$ cat config.mk
export PLATFORM = sky130hd
export DESIGN_NAME = exec_wb
export DESIGN_NICKNAME = d
export VERILOG_FILES = /design/src/rtl/pcpu_wb_pkg.sv /design/src/rtl/exec_wb_cond_eval.sv /design/src/rtl/exec_wb.sv
export SDC_FILE = /design/constraint.sdc
export NUM_CORES = 1
export LEC_CHECK = 0
export CAP_MARGIN = 20
export CORE_MARGIN = 10
export CORE_UTILIZATION = 55
export CTS_CLUSTER_SIZE = 8
export DETAILED_ROUTE_END_ITERATION = 6
export GPL_ROUTABILITY_DRIVEN = 0
export PLACE_DENSITY = 0.79
export SLEW_MARGIN = 20
export SYNTH_ARGS = -nofsm -noshare
export SYNTH_HDL_FRONTEND = slang
export SYNTH_SLANG_ARGS = --single-unit
$ cat constraint.sdc
create_clock -name clk -period 2.6 [get_ports clk]
set_input_delay 0.26 -clock clk [delete_from_list [all_inputs] [get_ports clk]]
set_output_delay 0.26 -clock clk [all_outputs]
set_load 0.02 [all_outputs]
$ cat src/rtl/pcpu_wb_pkg.sv
// pcpu_wb_pkg: shared definitions for the execute/writeback stage.
//   - architectural flag bit positions inside the 5-bit flag vector
//   - branch condition code constants
//   - the buffered entry layout (entry_t) and its width
package pcpu_wb_pkg;

  // Flag vector layout {PAR,OVF,NEG,CARRY,ZERO} = bits 4..0
  localparam int FLAG_Z    = 0;
  localparam int FLAG_C    = 1;
  localparam int FLAG_N    = 2;
  localparam int FLAG_V    = 3;
  localparam int FLAG_P    = 4;
  localparam int NUM_FLAGS = 5;

  // Branch condition codes
  localparam logic [3:0] COND_AL  = 4'd0;   // always
  localparam logic [3:0] COND_Z   = 4'd1;
  localparam logic [3:0] COND_NZ  = 4'd2;
  localparam logic [3:0] COND_C   = 4'd3;
  localparam logic [3:0] COND_NC  = 4'd4;
  localparam logic [3:0] COND_N   = 4'd5;
  localparam logic [3:0] COND_NN  = 4'd6;
  localparam logic [3:0] COND_V   = 4'd7;
  localparam logic [3:0] COND_NV  = 4'd8;
  localparam logic [3:0] COND_P   = 4'd9;
  localparam logic [3:0] COND_NP  = 4'd10;
  localparam logic [3:0] COND_LT  = 4'd11;  // N ^ V
  localparam logic [3:0] COND_GE  = 4'd12;  // !(N ^ V)
  // 13..15 never taken

  localparam int FIFO_DEPTH = 2;

  typedef struct packed {
    logic [15:0]          result;
    logic [NUM_FLAGS-1:0] flags;
    logic                 flags_we;
    logic [2:0]           rd;
    logic                 rd_we;
    logic                 is_br;
    logic [3:0]           cond;
    logic [15:0]          target;
  } entry_t;

  localparam int ENTRY_W = $bits(entry_t);

endpackage

$ cat src/rtl/exec_wb_cond_eval.sv
// cond_eval: purely combinational branch condition evaluation.
// Ports:
//   flags  in  5  architectural flags {PAR,OVF,NEG,CARRY,ZERO}
//   cond   in  4  condition code
//   taken  out 1  condition satisfied
import pcpu_wb_pkg::*;

module cond_eval (
  input  logic [NUM_FLAGS-1:0] flags,
  input  logic [3:0]           cond,
  output logic                 taken
);

  always_comb begin
    taken = 1'b0;
    case (cond)
      COND_AL: taken = 1'b1;
      COND_Z:  taken = flags[FLAG_Z];
      COND_NZ: taken = ~flags[FLAG_Z];
      COND_C:  taken = flags[FLAG_C];
      COND_NC: taken = ~flags[FLAG_C];
      COND_N:  taken = flags[FLAG_N];
      COND_NN: taken = ~flags[FLAG_N];
      COND_V:  taken = flags[FLAG_V];
      COND_NV: taken = ~flags[FLAG_V];
      COND_P:  taken = flags[FLAG_P];
      COND_NP: taken = ~flags[FLAG_P];
      COND_LT: taken = flags[FLAG_N] ^ flags[FLAG_V];
      COND_GE: taken = ~(flags[FLAG_N] ^ flags[FLAG_V]);
      default: taken = 1'b0;
    endcase
  end

endmodule

$ cat src/rtl/exec_wb.sv
// exec_wb: execute -> writeback stage with a 2-entry in-order buffer.
// Entries are accepted on in_valid && in_ready and committed from the head
// whenever wb_ready is high. A commit may write the register file, update the
// architectural flags and resolve a conditional branch; a taken branch
// discards every younger entry (buffered or arriving on the same edge).
// rf_we / br_taken / flush are registered one-cycle pulses that follow the
// committing edge.
//
// Optional feature: define EXEC_WB_PERF_CNT_EN to add commit_cnt / flush_cnt.
//
// Ports:
//   clk, rst_n             clock, async active-low reset
//   in_valid/in_ready      entry handshake from execute
//   in_result, in_flags, in_flags_we, in_rd, in_rd_we,
//   in_is_br, in_cond, in_target   entry payload
//   wb_ready               writeback side may commit this cycle
//   rf_we/rf_waddr/rf_wdata         register file write
//   flags_q                architectural flags
//   br_taken/br_target     taken-branch pulse and target
//   flush                  younger entries discarded
//   commit_cnt/flush_cnt   (EXEC_WB_PERF_CNT_EN only) performance counters
import pcpu_wb_pkg::*;

module exec_wb (
  input  logic                 clk,
  input  logic                 rst_n,
  input  logic                 in_valid,
  output logic                 in_ready,
  input  logic [15:0]          in_result,
  input  logic [NUM_FLAGS-1:0] in_flags,
  input  logic                 in_flags_we,
  input  logic [2:0]           in_rd,
  input  logic                 in_rd_we,
  input  logic                 in_is_br,
  input  logic [3:0]           in_cond,
  input  logic [15:0]          in_target,
  input  logic                 wb_ready,
  output logic                 rf_we,
  output logic [2:0]           rf_waddr,
  output logic [15:0]          rf_wdata,
  output logic [NUM_FLAGS-1:0] flags_q,
  output logic                 br_taken,
  output logic [15:0]          br_target,
  output logic                 flush
`ifdef EXEC_WB_PERF_CNT_EN
  ,
  output logic [15:0]          commit_cnt,
  output logic [15:0]          flush_cnt
`endif
);

  entry_t     mem [FIFO_DEPTH];
  entry_t     in_entry;
  entry_t     head;
  logic       rd_ptr;
  logic       wr_ptr;
  logic [1:0] count;

  logic accept;
  logic commit;
  logic head_cond;
  logic take_branch;
  logic head_writes;

  always_comb begin
    in_entry          = '0;
    in_entry.result   = in_result;
    in_entry.flags    = in_flags;
    in_entry.flags_we = in_flags_we;
    in_entry.rd       = in_rd;
    in_entry.rd_we    = in_rd_we;
    in_entry.is_br    = in_is_br;
    in_entry.cond     = in_cond;
    in_entry.target   = in_target;
  end

  assign in_ready = (count < 2'd2);
  assign accept   = in_valid && in_ready;
  assign head     = mem[rd_ptr];
  assign commit   = (count != 2'd0) && wb_ready;

  // The condition sees flags_q before this entry's own flag update lands.
  cond_eval u_cond_eval (
    .flags (flags_q),
    .cond  (head.cond),
    .taken (head_cond)
  );

  assign take_branch = commit && head.is_br && head_cond;
  // Branches never write the register file, taken or not.
  assign head_writes = commit && head.rd_we && !head.is_br;

  // Buffer storage and occupancy
  always_ff @(posedge clk or negedge rst_n) begin
    if (!rst_n) begin
      count  <= 2'd0;
      rd_ptr <= 1'b0;
      wr_ptr <= 1'b0;
      mem[0] <= '0;
      mem[1] <= '0;
    end else if (take_branch) begin
      // Drops the rest of the buffer and any entry accepted on this edge.
      count  <= 2'd0;
      rd_ptr <= 1'b0;
      wr_ptr <= 1'b0;
    end else begin
      if (accept) begin
        mem[wr_ptr] <= in_entry;
        wr_ptr      <= ~wr_ptr;
      end
      if (commit) begin
        rd_ptr <= ~rd_ptr;
      end
      case ({accept, commit})
        2'b10:   count <= count + 2'd1;
        2'b01:   count <= count - 2'd1;
        default: count <= count;
      endcase
    end
  end

  // Commit side effects
  always_ff @(posedge clk or negedge rst_n) begin
    if (!rst_n) begin
      rf_we     <= 1'b0;
      rf_waddr  <= 3'd0;
      rf_wdata  <= 16'd0;
      flags_q   <= '0;
      br_taken  <= 1'b0;
      br_target <= 16'd0;
      flush     <= 1'b0;
    end else begin
      rf_we    <= head_writes;
      br_taken <= take_branch;
      flush    <= take_branch;
      if (head_writes) begin
        rf_waddr <= head.rd;
        rf_wdata <= head.result;
      end
      if (take_branch) begin
        br_target <= head.target;
      end
      if (commit && head.flags_we) begin
        flags_q <= head.flags;
      end
    end
  end

`ifdef EXEC_WB_PERF_CNT_EN
  logic [15:0] n_discard;

  // On a taken branch at most one other entry is buffered (count == 2),
  // plus the entry possibly accepted on the same edge.
  assign n_discard = {15'd0, (count == 2'd2)} + {15'd0, accept};

  always_ff @(posedge clk or negedge rst_n) begin
    if (!rst_n) begin
      commit_cnt <= 16'd0;
      flush_cnt  <= 16'd0;
    end else begin
      if (commit) begin
        commit_cnt <= commit_cnt + 16'd1;
      end
      if (take_branch) begin
        flush_cnt <= flush_cnt + n_discard;
      end
    end
  end
`endif

endmodule

==> flow_summary.toml <==
[setup_path]
r2r_slack_ns = 0.1
path_max_fanout = 28
r2r_end = "br_target[8]"
crit_required_ns = 2.91
endpoint = "br_target[8]"
arrival_ns = 2.81
r2r-start = "rd_ptr"
setup.worst_path.start = "rd_ptr"
reg2reg_depth = 7
endpoint_kind = "flop"
startpoint_type = "flop"
path_class = "flop to flop"

[power_and_ir_drop]
power_leakage_nw = 3.85
irDropWorstVdd_mv = 0.678
cellPowerDensity_nw_per_um2 = 1330
power_mw = 11.7

[clock_network]
cts_buffer_depth = 2
htreeDepth = 4
cts.root.buffer_cell = "clkbuf_16"
cts.sinks = 140
cts_tree = "done"
clk_latency_ns = 0.43
clkSlewWorstSetupHoldPaths_ns = 0.06
cts_buffers = 17

[floorplan]
pin_count = 95
dieArea_sq_um = 17300
die_h_microns = 132
rows = 40
dieWidth_microns = 132
core_area_sq_um = 12100
start_util = 0.566

[timing]
setup_violations = 0
fin_crit_sh = 0.963
final.min_clock_period_ns = 2.50
drv_slew = 0
hold_viol = 0
tightest_slew_ns = 0.774
slew_headroom = 0.482
finalSetupTns_ns = 0
max_freq_ghz = 0.399
finalClockSkew_ns = 0.00631

[final_layout]
nets = 734
area.growth.synth_to_final_pct = 27.6
layout-drive-gt1-share = 0.228
stdcell_count = 864
antennaDiodeCount = 0

[drt]
ant_nets = 0
vias = 5169
drtPass1Iterations = 5
avgViaCountPerCell = 5.98
wirelength_mm = 17.7
drt-wirelength-per-cell_microns = 20.5
drt_iter0_markers = 443
drc = 0

[synth]
synth_area_leader_cell = "dfrtp_1"
synth_cells = 592
synthTopCellsByArea = "dfrtp_1, o32ai_2, o32ai_1"
synthTopCellsByCount = "dfrtp_1, nand2_1, o32ai_2"
seq_area_frac_synth = 0.511
synth-async-reset-ratio = 1.00
synth_most_common_cell = "dfrtp_1"
syn_area_sq_um = 6860
synth_top_area_share = 0.511
syn_area_per_cell_sq_um = 11.6
synth_cell_types = 40
ys_warn_count = 0
mappedNetlistNets = 643
synth-edff-count = 0
synth_seq_cells = 140
synthFlopType = "dfrtp_1"

[outcome]
status = "complete, no violations"

[placement]
port_buffers = 94
hpwl_mm = 11.0
place_inst = 826

[global_route]
grt_pass1_vias = 5605
grt_overflow_total = 0
grt_pass1_wl_mm = 28.6
antenna_found_initial = 0
grt_max_degree = 57
grt_use_total = 0.202

[min_path]
holdCritPathClass = "input pin to async pin"

[job]
cap_violations = 0
==> worst min-delay path by stage <==
| stage | to | slack, ns |
|---|---|---|
| detailed placement | rf_wdata[4] | 0.26 |
| finish | rf_wdata[8] | 0.37 |
| CTS | rf_wdata[5] | 0.39 |
| global placement | rf_wdata[4] | 0.25 |
| floorplan | br_target[0] | -0.04 |
| global route | rf_we | 0.40 |
==> cells by family (layout without fill, tap and decap cells) <==
kind of cell	count (synthesis)	in the layout	synth area share
xor+xnor	4	4	0.00511
buf+inv	102	206	0.0730
simple gates	144	144	0.0861
compound gates	133	133	0.209
flops	140	140	0.511
mux	69	69	0.116
==> worst max-delay path: stages (launching register included) <==
cell,delay [ns]
dfrtp_2,0.44
buf_2,0.20
mux4_1,0.56
a21bo_1,0.22
a22oi_2,0.10
a41oi_4,0.26
buf_12,0.23
mux2_2,0.35
==> stage by stage <==
step / utilization / hold WS (ns) / area, sq um / setup slack [ns]
3_3_place_gp: 0.664 / 0.249 / 8040 / 0.115
4_1_cts: 0.716 / 0.390 / 8670 / 0.0114
3_5_place_dp: 0.664 / 0.264 / 8040 / -0.00581
6_report: 0.722 / 0.374 / 8750 / 0.0966
5_1_grt: 0.722 / 0.398 / 8750 / -0.0000224
2_1_floorplan: - / -0.0356 / 6860 / 0.263
==> sequential cells by signal, summed over array words and instances, names as in the netlist <==
register / cells
mem: 94
rf_waddr: 3
flags_q: 5
count: 2
br_target: 16
rd_ptr: 1
flush: 1
rf_we: 1
rf_wdata: 16
wr_ptr: 1
==> metal layers <==
layer | part of all wire | GRT usage
met5 | 0 | 0
met4 | 0.025 | 0.0977
met3 | 0.053 | 0.0541
met2 | 0.51 | 0.329
met1 | 0.42 | 0.241
==> power breakdown <==
part           switching [mW]  internal [mW]
sequential              0.656           3.17
combinational            2.87           2.50
clock                   0.918           1.54
total                    4.44           7.21
==> cell type report <==
cell class / count / area (sq um)
multi-input cells: 350 / 2910
flip-flops and latches: 140 / 3500
fillers: 837 / 3370
clock inverters: 9 / 110
clock buffers: 23 / 498
repair buffers: 125 / 1330
inverters: 49 / 184
well taps: 168 / 210
==> layout by cell type (no fill, tap or decap), types with 3 or more instances in the layout <==
cell / count
mux2i_2: 3
clkbuf_16: 19
buf_12: 9
nand2_1: 96
mux2_1: 6
xnor2_1: 4
inv_1: 49
o32ai_2: 50
mux2_2: 28
a21oi_1: 27
dfrtp_1: 139
o32ai_1: 44
buf_4: 17
clkinvlp_4: 3
clkdlybuf4s50_1: 93
nor2_1: 31
clkbuf_8: 5
mux2i_1: 27
==> timing repair <==
item,in CTS,in global routing
pin swaps,0,1
gates resized for setup,2,3
gates cloned,0,2
setup endpoints to repair,32,97
buffers inserted,1,2
hold buffers,1,0
endpoints found under the hold margin,53,0
(Power assumes the default switching activity.)
